`config.mk`:
```
export PLATFORM = sky130hd
export DESIGN_NAME = motion_sequencer
export DESIGN_NICKNAME = d
export VERILOG_FILES = /design/src/rtl/motion_sequencer.sv
export SDC_FILE = /design/constraint.sdc
export NUM_CORES = 1
export LEC_CHECK = 0
export ABC_AREA = 1
export CAP_MARGIN = 10
export CORE_MARGIN = 2
export CORE_UTILIZATION = 57
export CTS_BUF_LIST = sky130_fd_sc_hd__clkbuf_2
export DETAILED_ROUTE_END_ITERATION = 8
export GPL_ROUTABILITY_DRIVEN = 0
export GPL_TIMING_DRIVEN = 0
export HOLD_SLACK_MARGIN = 0.1
export PLACE_DENSITY_LB_ADDON = 0.1
export SYNTH_ARGS = -nofsm -noshare
export SYNTH_HDL_FRONTEND = slang
export SYNTH_SLANG_ARGS = --single-unit
```
`constraint.sdc`:
```
create_clock -name clk -period 1.7 [get_ports clk]
set_input_delay 0.34 -clock clk [delete_from_list [all_inputs] [get_ports clk]]
set_output_delay 0.34 -clock clk [all_outputs]
set_load 0.01 [all_outputs]
```
`src/rtl/motion_sequencer.sv`:
```
// rtl/motion_sequencer.sv - drive sequencer: ramped speed, braking, post-stop dwell, obstacle emergency stop
module motion_sequencer #(
  parameter int             RAMP_TICKS  = 2_500_000,
  parameter int             DWELL_TICKS = 5_000_000,
  parameter logic [2:0]     MAX_SPEED   = 3'd5
) (
  input  logic       clk,
  input  logic       rst_n,
  input  logic       cmd_valid,
  input  logic [1:0] cmd,
  input  logic       obstacle,
  output logic [2:0] direction,
  output logic [2:0] speed,
  output logic       moving
);

  typedef enum logic [1:0] {S_IDLE, S_DRIVE, S_BRAKE, S_DWELL} state_t;
  typedef enum logic [1:0] {T_NONE, T_FWD, T_REV} target_t;

  localparam logic [2:0]  DIR_STOP   = 3'b000;
  localparam logic [2:0]  DIR_FWD    = 3'b001;
  localparam logic [2:0]  DIR_REV    = 3'b011;
  localparam logic [25:0] RAMP_LAST  = 26'(RAMP_TICKS - 1);
  localparam logic [25:0] DWELL_LAST = 26'(DWELL_TICKS - 1);

  state_t      state;
  target_t     target;
  target_t     next_target;
  target_t     dir_target;
  logic [25:0] tick_cnt;
  logic        ramp_step;
  logic        emergency;

  // A same-cycle command is visible to this cycle's decisions.
  always_comb begin
    next_target = target;
    if (cmd_valid) begin
      case (cmd)
        2'b01:   next_target = T_FWD;
        2'b10:   next_target = T_REV;
        2'b11:   next_target = T_NONE;
        default: next_target = target;
      endcase
    end
    dir_target = (direction == DIR_REV) ? T_REV : T_FWD;
    ramp_step  = (tick_cnt == RAMP_LAST);
    emergency  = obstacle && (direction == DIR_FWD);
  end

  always_ff @(posedge clk or negedge rst_n) begin
    if (!rst_n) begin
      state     <= S_IDLE;
      target    <= T_NONE;
      direction <= DIR_STOP;
      speed     <= 3'd0;
      moving    <= 1'b0;
      tick_cnt  <= 26'd0;
    end else begin
      target <= next_target;
      case (state)
        S_IDLE: begin
          if (next_target == T_REV || (next_target == T_FWD && !obstacle)) begin
            state     <= S_DRIVE;
            direction <= (next_target == T_REV) ? DIR_REV : DIR_FWD;
            speed     <= 3'd1;
            moving    <= 1'b1;
            tick_cnt  <= 26'd0;
          end
        end
        S_DRIVE, S_BRAKE: begin
          if (emergency) begin
            state     <= S_DWELL;
            target    <= T_NONE;
            direction <= DIR_STOP;
            speed     <= 3'd0;
            moving    <= 1'b0;
            tick_cnt  <= 26'd0;
          end else if (state == S_DRIVE && next_target != dir_target) begin
            state    <= S_BRAKE;
            tick_cnt <= 26'd0;
          end else if (ramp_step) begin
            tick_cnt <= 26'd0;
            if (state == S_DRIVE) begin
              if (speed < MAX_SPEED) speed <= speed + 3'd1;
            end else if (speed == 3'd1) begin
              state     <= S_DWELL;
              direction <= DIR_STOP;
              speed     <= 3'd0;
              moving    <= 1'b0;
            end else begin
              speed <= speed - 3'd1;
            end
          end else begin
            tick_cnt <= tick_cnt + 26'd1;
          end
        end
        S_DWELL: begin
          if (tick_cnt == DWELL_LAST) begin
            state    <= S_IDLE;
            tick_cnt <= 26'd0;
          end else begin
            tick_cnt <= tick_cnt + 26'd1;
          end
        end
        default: state <= S_IDLE;
      endcase
    end
  end

endmodule

```
==> impl_metrics.toml <==
[power]
power_density_nw_per_um2 = 1370
intPower_mw = 2.53
total_power_mw = 4.78
pwr-share-seq_pct = 21.5
peakVddDrop_v = 0.000766
p_clk_share_pct = 11.6
p_sw_share_pct = 47.1
power_leakage_nw = 1.94
comb_power_share_pct = 66.8
p_switching_mw = 2.25

[yosys]
synth_warnings = 0
synth_cell_types = 29
ys_seq_area_share_pct = 31.6
synth_edf_count = 0
synth_area_leaders = "dfrtp_1 (32%), nand2_1 (21%), inv_1 (8.7%), nor2_1 (7.8%), nand3_1 (7.8%)"
synth_ff_type = "dfrtp_1"
yosysMostFrequentCell = "nand2_1"
synth_top_area_share_pct = 31.6
synth-async-reset-ratio_pct = 100
ys_seq_elements = 35
ys_top_cells_by_count = "nand2_1 (155), inv_1 (64), nor2_1 (58)"
yosysTopAreaCell = "dfrtp_1"
synthCells = 439
syn_area_um2 = 2780
syn_avg_cell_area_um2 = 6.32
syn-num-nets = 453

[worst_setup_path]
cp.arrival_ns = 2.05
cp-end-kind = "flip-flop"
crit_start = "tick_cnt[12]$_DFFE_PN0P_"
crit_required_ns = 2.01
crit_type = "flip-flop to flip-flop"
worst-path-max-fanout = 6
cp-start-kind = "flip-flop"
timing.rr.start = "tick_cnt[12]$_DFFE_PN0P_"

[sta]
rsz0062_at_grt = "yes"
period_share_pct = 102
slew_headroom_pct = 45.8
fin_skew_ns = 0.0270
layout_setup_ws_ns = -0.0424
fmax_mhz = 574
final-hold-violation-count = 0
finalSetupViolations = 15
worst_slew_pin_slew_ns = 0.813
hold_ws_ns = 0.507
slew_violations = 0
post-route-min-period_ns = 1.74

[die]
die_y_um = 73.8
row_count = 25
io_pins = 13
fp.dieW_um = 73.8
core_area_um2 = 4720
dieArea_um2 = 5440
start_util_pct = 58.8

[route]
viasPerCell = 5.09
wire_per_inst_um = 13.2
num_vias = 2801
routed_wl_mm = 7.28
antenna_left = 0
drc = 0
dr.first_iter.drc_count = 207
first_pass_iters = 4

[finish]
area_delta_synth_final_pct = 25.7
layout.nets = 497
drive_gt1_share_pct = 21.7
n_antenna_cell = 0

[clocking]
cts_made_buffers = 5
cts_num_sinks = 35
clk_path_buf_depth = 2
h-tree-depth = 2
clock_latency_ns = 0.42
root_buffer = "clkbuf_2"
cts_tree = "built"
clkTransAtPathRegs_ns = 0.21

[grt]
grt_usage_pct = 27.1
grt_max_degree = 36
grt_pass1_vias = 2427
antenna_found_initial = 0
overflow = 0
grt_pass1_wl_mm = 11.4

[placement]
post-place-ws_ns = -0.338
hpwl_mm = 4.80
port_buffers = 11

[job]
maxCapViolations = 0

[worst_hold_path]
hold_class = "input pin to asynchronous set/reset pin"

[outcome]
outcome = "complete, but fails checks"
violations = "negative setup slack"
==> final cells by class <==
class                   instances  area [µm²]
clock buffers                   6        30.0
well taps                      67        83.8
flip-flops and latches         35         882
clock inverters                 1        30.0
multi-input cells             330        1800
plain buffers                   9        75.1
fillers                       370        1230
repair buffers                 36         342
inverters                      66         248
==> repair_timing <==
action / 4_1_cts / 5_1_grt
setup endpoints to repair: 37 / 36
resized for setup: 10 / 60
hold endpoints to repair: 35 / 0
hold buffers: 1 / 0
cloned: 0 / 3
pin swaps: 1 / 22
buffers inserted: 9 / 13
==> worst max-delay path, cell delays in order, from the launching register on <==
cell and delay [ns]:
dfrtp_2 0.48, or2_1 0.25, nor2_2 0.13, nand3_2 0.09, nor2_2 0.13, nor2_2 0.06, inv_2 0.12, nand2_8 0.10
clkbuf_16 0.17, nand3_1 0.06, nand2_1 0.05
==> kinds of logic after synthesis <==
group | synth area share [%]
AO/OA/AOI/OAI | 3.52
XOR/XNOR | 5.05
adder cells (fa/ha/maj) | 3.61
buffers and inverters | 11.3
flip-flops | 31.6
other | 0.135
AND/OR/NAND/NOR | 44.8
==> stage by stage <==
stage                     util [%]  TNS [ns]  cells  cell area (µm²)
final                         73.9    -0.278    550             3490
after detailed placement      62.8     -9.31    517             2960
after global routing          73.9     -2.77    550             3490
after global placement        62.9    -26.80    517             2970
after CTS                     66.0   -0.0200    534             3120
after floorplan                  -         0    439             2780
==> final timing paths <==
| check | to | slack, ns | cells after the start |
|---|---|---|---|
| max | tick_cnt[19]$_DFFE_PN0P_ | -0.04 | 10 |
| min | tick_cnt[14]$_DFFE_PN0P_ | 0.51 | 2 |
| max reg2reg | tick_cnt[19]$_DFFE_PN0P_ | -0.04 | 10 |
| min reg2reg | tick_cnt[25]$_DFFE_PN0P_ | 0.52 | 2 |
| max in group asynchronous | tick_cnt[7]$_DFFE_PN0P_ | 0.60 | 2 |
| min in group clk | tick_cnt[25]$_DFFE_PN0P_ | 0.52 | 2 |
==> power groups by stage <==
stage                     registers (mW)  logic (mW)  clock network [mW]
final                               1.03        3.19               0.556
after detailed placement            1.08        2.04                   0
after floorplan                     1.07        1.50                   0
after global placement              1.07        2.01                   0
after global routing                1.04        3.48               0.591
after CTS                           1.02        2.22               0.552
==> placed cells by master (no fill, tap or decap), drive strengths merged <==
cell type | synthesis | layout
clkdlybuf4s50 | 0 | 4
or2 | 2 | 2
dlygate4sd2 | 0 | 3
buf | 9 | 32
nor4 | 1 | 1
nand3b | 1 | 1
dfrtp | 35 | 35
dlymetal6s2s | 0 | 3
nand4 | 4 | 4
bufinv | 0 | 1
clkbuf | 0 | 8
nand2 | 160 | 161
o21ai | 7 | 7
xor2 | 14 | 14
ha | 8 | 8
a21o | 1 | 1
xnor2 | 2 | 2
nand3 | 51 | 51
o21bai | 2 | 2
a21oi | 8 | 8
nor3 | 4 | 4
nor2 | 63 | 63
inv | 66 | 66
dlygate4sd3 | 0 | 1
conb | 1 | 1
==> metal layers <==
metal  global-route usage [%]  share of wire, %
met5                        0                 0
met4                     9.09               1.5
met1                     38.9                47
met2                     42.0                47
met3                     3.16               4.3
==> sequential cells by signal (all words and copies together) (netlist names) <==
name	flops
direction	2
target	2
speed	3
state	2
tick_cnt	26
Power figures use the tool's default switching activity.
